## src/rtl/data_path_scan_mux_if.sv

```systemverilog
// data_path_scan_mux_if: select/source inputs and registered outputs of the scan mux
interface data_path_scan_mux_if #(
  parameter int WIDTH = 4,
  parameter int CHANNELS = 4,
  parameter int SEL_W = $clog2(CHANNELS)
);
  logic mode;
  logic [SEL_W-1:0] sel;
  logic [CHANNELS-1:0] en_mask;
  logic hold;
  logic [CHANNELS*WIDTH-1:0] din;
  logic [WIDTH-1:0] data_path;
  logic [SEL_W-1:0] cur_ch;
  logic changed;
  modport master(output mode, sel, en_mask, hold, din, input data_path, cur_ch, changed);
  modport slave(input mode, sel, en_mask, hold, din, output data_path, cur_ch, changed);
endinterface

```

## src/rtl/data_path_scan_mux.sv

```systemverilog
// data_path_scan_mux: registered channel selector with manual select or round-robin dwell scan
module data_path_scan_mux #(
  parameter int WIDTH = 4,
  parameter int CHANNELS = 4,
  parameter int SEL_W = $clog2(CHANNELS),
  parameter int DWELL = 8
) (
  input logic clk,
  input logic rst,
  data_path_scan_mux_if.slave b
);
  localparam int CNT_W = DWELL > 1 ? $clog2(DWELL) : 1;
  logic [CNT_W-1:0] cnt;
  logic [SEL_W-1:0] cur, up, lo, nc;
  logic up_ok, lo_ok, wrap, chg;
  logic [WIDTH-1:0] dp, nd;
  assign wrap = cnt == CNT_W'(DWELL - 1);
  // Downward scan leaves the lowest enabled index overall and the lowest one above cur.
  always_comb begin
    up = '0;
    up_ok = 1'b0;
    lo = '0;
    lo_ok = 1'b0;
    for (int i = CHANNELS - 1; i >= 0; i--)
      if (b.en_mask[i]) begin
        lo = SEL_W'(i);
        lo_ok = 1'b1;
        if (i > int'(cur)) begin
          up = SEL_W'(i);
          up_ok = 1'b1;
        end
      end
    nc = !b.mode ? b.sel : (wrap && lo_ok) ? (up_ok ? up : lo) : cur;
    nd = '0;
    for (int i = 0; i < CHANNELS; i++)
      if (nc == SEL_W'(i) && (!b.mode || lo_ok)) nd = b.din[i*WIDTH +: WIDTH];
  end
  always_ff @(posedge clk)
    if (rst) begin
      dp <= '0;
      cur <= '0;
      chg <= 1'b0;
      cnt <= '0;
    end else if (b.hold) begin
      chg <= 1'b0;
    end else begin
      dp <= nd;
      cur <= nc;
      chg <= nc != cur;
      cnt <= (!b.mode || wrap) ? '0 : cnt + 1'b1;
    end
  assign b.data_path = dp;
  assign b.cur_ch = cur;
  assign b.changed = chg;
endmodule

```

## src/flat_wrapper.sv

```systemverilog
// flat-port wrapper written by rule: the top's interface ports become plain ports
module data_path_scan_mux_flat 
#(
  parameter int WIDTH = 4,
  parameter int CHANNELS = 4,
  parameter int SEL_W = $clog2(CHANNELS),
  parameter int DWELL = 8
)
  (clk, rst, b_mode, b_sel, b_en_mask, b_hold, b_din, b_data_path, b_cur_ch, b_changed);
  data_path_scan_mux_if #(.WIDTH(WIDTH), .CHANNELS(CHANNELS), .SEL_W(SEL_W)) b_i ();
  input logic clk;
  input logic rst;
  input wire logic [$bits(b_i.mode)-1:0] b_mode;
  input wire logic [$bits(b_i.sel)-1:0] b_sel;
  input wire logic [$bits(b_i.en_mask)-1:0] b_en_mask;
  input wire logic [$bits(b_i.hold)-1:0] b_hold;
  input wire logic [$bits(b_i.din)-1:0] b_din;
  output wire logic [$bits(b_i.data_path)-1:0] b_data_path;
  output wire logic [$bits(b_i.cur_ch)-1:0] b_cur_ch;
  output wire logic [$bits(b_i.changed)-1:0] b_changed;
  assign b_i.mode = b_mode;
  assign b_i.sel = b_sel;
  assign b_i.en_mask = b_en_mask;
  assign b_i.hold = b_hold;
  assign b_i.din = b_din;
  assign b_data_path = b_i.data_path;
  assign b_cur_ch = b_i.cur_ch;
  assign b_changed = b_i.changed;
  data_path_scan_mux #(.WIDTH(WIDTH), .CHANNELS(CHANNELS), .SEL_W(SEL_W), .DWELL(DWELL)) u_core (.clk(clk), .rst(rst), .b(b_i));
endmodule
```

## config.mk

```make
export PLATFORM = sky130hd
export DESIGN_NAME = data_path_scan_mux_flat
export DESIGN_NICKNAME = d
export VERILOG_FILES = /design/src/rtl/data_path_scan_mux_if.sv /design/src/rtl/data_path_scan_mux.sv /design/src/flat_wrapper.sv
export SDC_FILE = /design/constraint.sdc
export NUM_CORES = 1
export LEC_CHECK = 0
export CORE_ASPECT_RATIO = 0.75
export CORE_MARGIN = 3
export CORE_UTILIZATION = 40
export CTS_CLUSTER_SIZE = 40
export DETAILED_ROUTE_END_ITERATION = 8
export PLACE_DENSITY = 0.78
export SLEW_MARGIN = 25
export SYNTH_ARGS = -nofsm -noshare
export SYNTH_HDL_FRONTEND = slang
export SYNTH_SLANG_ARGS = --single-unit
```

## constraint.sdc

```tcl
create_clock -name clk -period 3.4 [get_ports clk]
set_clock_uncertainty 0.1 [all_clocks]
set_input_delay 0.51 -clock clk [delete_from_list [all_inputs] [get_ports clk]]
set_output_delay 0.51 -clock clk [all_outputs]
set_load 0.01 [all_outputs]
```

==> results.md <==
| Parameter | Value | Unit |
| --- | --- | --- |
| Result of the run | finished clean | - |
| Cells along the critical path | clkdlybuf4s50_1, or2_2, o2111ai_1, o21ai_2, mux2_2, a221o_1 | - |
| Critical path class | primary input to flip-flop | - |
| CP Launch Type | primary input | - |
| Tot GR Track Use | 19.2 | % |
| Synth unique cells | 35 | - |
| Clock input transition at the sequential cells of the worst setup and hold paths | 70 | ps |
| Wire length per cell | 15.3 | um |
| Share of final-layout standard cells stronger than drive strength 1 | 15.0 | % |
| Measured slew at the worst slew-check pin | 600 | ps |
| R2R setup slack | 1020 | ps |
| Largest net degree at the start of global routing | 13 | - |
| Unrepaired setup endpoints after global routing | no | - |
| Post-route DRC | 0 | - |
| DR WL met2 | 1030 | um |
| Arrival time at the worst endpoint | 2670 | ps |
| Required time of the critical path | 3450 | ps |
| Combinational family with the most area after synthesis | compound AO/OA/AOI/OAI gates | - |
| Pwr per Cell Area | 311 | nW/um^2 |
| Vias in the first global route | 679 | - |
| CTS tree | done | - |
| Total via count in the routed design | 758 | - |
| Critical path capture point type | flip-flop | - |
| Dpl hpwl | 1560 | um |
| Starting Density | 45.5 | % |
| Max IR drop VDD | 0.229 | mV |
| DRC marker count from the first detailed-route iteration | 23 | - |
| Wire length on met1 | 918 | um |
| Root Driver | clkbuf_4 | - |
| Die X-Extent | 54.9 | um |
| Final weighted congestion in routability-driven placement | 0.768 | - |
| Boundary pin count | 33 | - |
| Worst hold path type | flip-flop to flip-flop | - |
| Cells after DPL | 130 | - |
| Post-synthesis net count | 107 | - |
| Maximum capacitance violations | 0 | - |
| Crit path largest cell delay | 620 | ps |
| Fraction of synthesized cell area in xor and xnor cells | 2.44 | % |
| Total count of max-transition violations in the final report | 0 | - |
| Final Setup Violations | 0 | - |
| Number of standard-cell rows in the floorplan | 12 | - |
| Count of warnings emitted by yosys | 0 | - |
| Global-route wire length before repair | 3250 | um |
| Leakage Power | 0.429 | nW |
| Max-Slew Margin vs Limit | 60.0 | % |
| Post-synthesis sequential element count | 10 | - |
| Uppermost metal layer occupied by signal nets | met3 | - |
| Worst-path maximum fanout | 10 | - |
| Compound-gate portion of the synthesized area | 27.1 | % |
| Worst-case clock buffer depth | 2 | - |
| Avg Synthesized Cell Area | 9.08 | um^2 |
| Post-CTS resize count | 0 | - |
| Share of synthesized area spent on multiplexers | 13.8 | % |
| Synth Cell Area | 717 | um^2 |
| Die span in y | 42.7 | um |
| Post-CTS Hold Fix Bufs | 0 | - |
| Non-filler instance count after layout | 134 | - |
| Net total in the final layout | 142 | - |
| Antenna-violating nets left | 0 | - |
| CTS HTree Levels | 1 | - |
| Routed wire length | 2050 | um |
| Initial DRT Pass Iterations | 6 | - |
| Clock insertion delay at the later pin of the skew report | 270 | ps |
| Area growth, synth to finish | 52.7 | % |
| Crit path time final | 2620 | ps |
| Setup total negative slack | 0 | ps |
| Total clock buffers created by CTS | 3 | - |
| Worst-path cell with the longest stage delay | clkdlybuf4s50_1 | - |
| Hold Fails Final Rpt | 0 | - |
| Buffers on Ports | 32 | - |
| Ratio of routed vias to standard cells | 5.66 | - |
| GRT Residual Overflow | 0 | - |
| Highest Clock Rate | 382 | MHz |
| # Post-CTS Setup Buffers | 0 | - |
| Diode insertion count for antenna repair | 0 | - |
| Die Outline Area | 2340 | um^2 |
| Number of instances in the synthesized netlist | 79 | - |
| Number of clock sinks | 10 | - |
| Synth Area in Adders | 3.49 | % |
| Wire length on met3 | 96 | um |
| Sequential element share of the synthesized area | 27.9 | % |
| Final Cycle Share | 77.0 | % |
| Number of antenna violations at the first check in global routing | 0 | - |
| Core Area | 1580 | um^2 |
| Simple logic cell fraction of the synthesized area | 21.5 | % |
-- area by class of cell --
class                           count  area (um^2)
Inverter                            4         15.0
Fill cell                         139          482
Sequential cell                    10          200
Tap cell                           21         26.3
Multi-Input combinational cell     62          489
Clock buffer                        4         36.3
Timing Repair Buffer               33          328
-- stage by stage --
stage	util, %	hold slack [ps]	instance area [um^2]	worst slack [ps]	power, mW
2_1_floorplan	-	365	717	1220	0.180
3_3_place_gp	67.1	373	1060	580	0.231
3_5_place_dp	67.1	374	1060	532	0.234
4_1_cts	69.4	392	1090	798	0.342
5_1_grt	69.4	410	1090	706	0.361
6_report	69.4	393	1090	782	0.341
-- sequential cells by signal, indices dropped and copies added, names as in the netlist --
register	cells
u_core.b.cur_ch	2
u_core.b.data_path	4
u_core.cnt	3
u_core.b.changed	1
-- metal layers --
metal,global-route usage [%],vias up
li1,-,370
met1,26.6,367
met2,29.0,21
met3,6.32,0
met4,2.99,0
met5,0,-
-- worst paths after layout --
check,startpoint,to,cells after the start
worst max register to register,u_core.cnt[0],u_core.b.data_path[1],6
worst min register to register,u_core.b.data_path[3],u_core.b.data_path[3],1
worst max-delay path,b_en_mask[1],u_core.b.data_path[1],6
worst min-delay path,u_core.b.data_path[3],u_core.b.data_path[3],1
-- critical path, delay by kind of cell --
family | cells | cell delay, ps
compound gates | 3 | 940
mux | 1 | 410
buf+inv | 1 | 620
simple gates | 1 | 190
-- cells in the mapped netlist (all sizes together) --
cell      n  area share [%]
a211oi    1             1.0
a221o     4             5.6
clkbuf    2             1.2
or2       1            0.87
a311oi    1             2.1
a21oi     6             6.3
mux2i     5             7.0
inv       4             2.1
buf       1            0.52
xnor2     2             2.4
nand2b    1            0.87
o41ai     2             4.5
and2      1            0.87
nor4      1            0.87
mux2      4             6.8
dfxtp    10              28
nand3b    1             1.0
or2b      1             1.0
o21ai     3             2.6
nor4bb    1             1.4
o311a     1             1.4
o2111ai   1             1.2
ha        2             3.5
nor3      4             2.8
a31o      1             1.2
nor4b     2             2.4
nor2     10             5.2
nor2b     3             2.6
o211ai    1             1.0
nand3     2             1.4
-- cell families (layout without fill, tap and decap cells) --
kind of cell               Yosys count  after routing
xor gates and xnor gates             2              2
AOI/OAI and AO/OA                   21             21
muxes                                9              9
adders and majority gates            2              2
and+or+nand+nor                     28             28
DFF                                 10             10
buffers and inverters                7             41
-- cell usage in the layout, fill, tap and decap left out --
master	Yosys	routed
a211oi_1	1	1
a21oi_1	4	4
a21oi_2	1	1
a21oi_4	1	1
a221o_1	4	4
a311oi_2	1	1
a31o_2	1	1
and2_1	1	1
buf_4	0	1
clkbuf_4	0	3
clkbuf_8	0	1
clkdlybuf4s50_1	0	32
dfxtp_1	10	10
ha_1	2	2
inv_1	4	4
mux2_2	3	3
mux2_4	1	1
mux2i_1	5	5
nand2b_1	1	1
nand3_1	2	2
nand3b_1	1	1
nor2_1	10	10
nor2b_1	3	3
nor3_1	4	4
nor4_1	1	1
nor4b_1	2	2
nor4bb_1	1	1
o2111ai_1	1	1
o211ai_1	1	1
o21ai_0	2	2
o21ai_2	1	1
o311a_1	1	1
o41ai_2	2	2
or2_2	1	1
or2b_1	1	1
xnor2_1	2	2
-- power by group --
group / total [mW] / switching, mW / internal (mW)
combinational: 0.101 / 0.0403 / 0.0605
sequential: 0.132 / 0.00720 / 0.125
clock: 0.108 / 0.0430 / 0.0650
No activity file was read; power rests on OpenSTA's default activity.
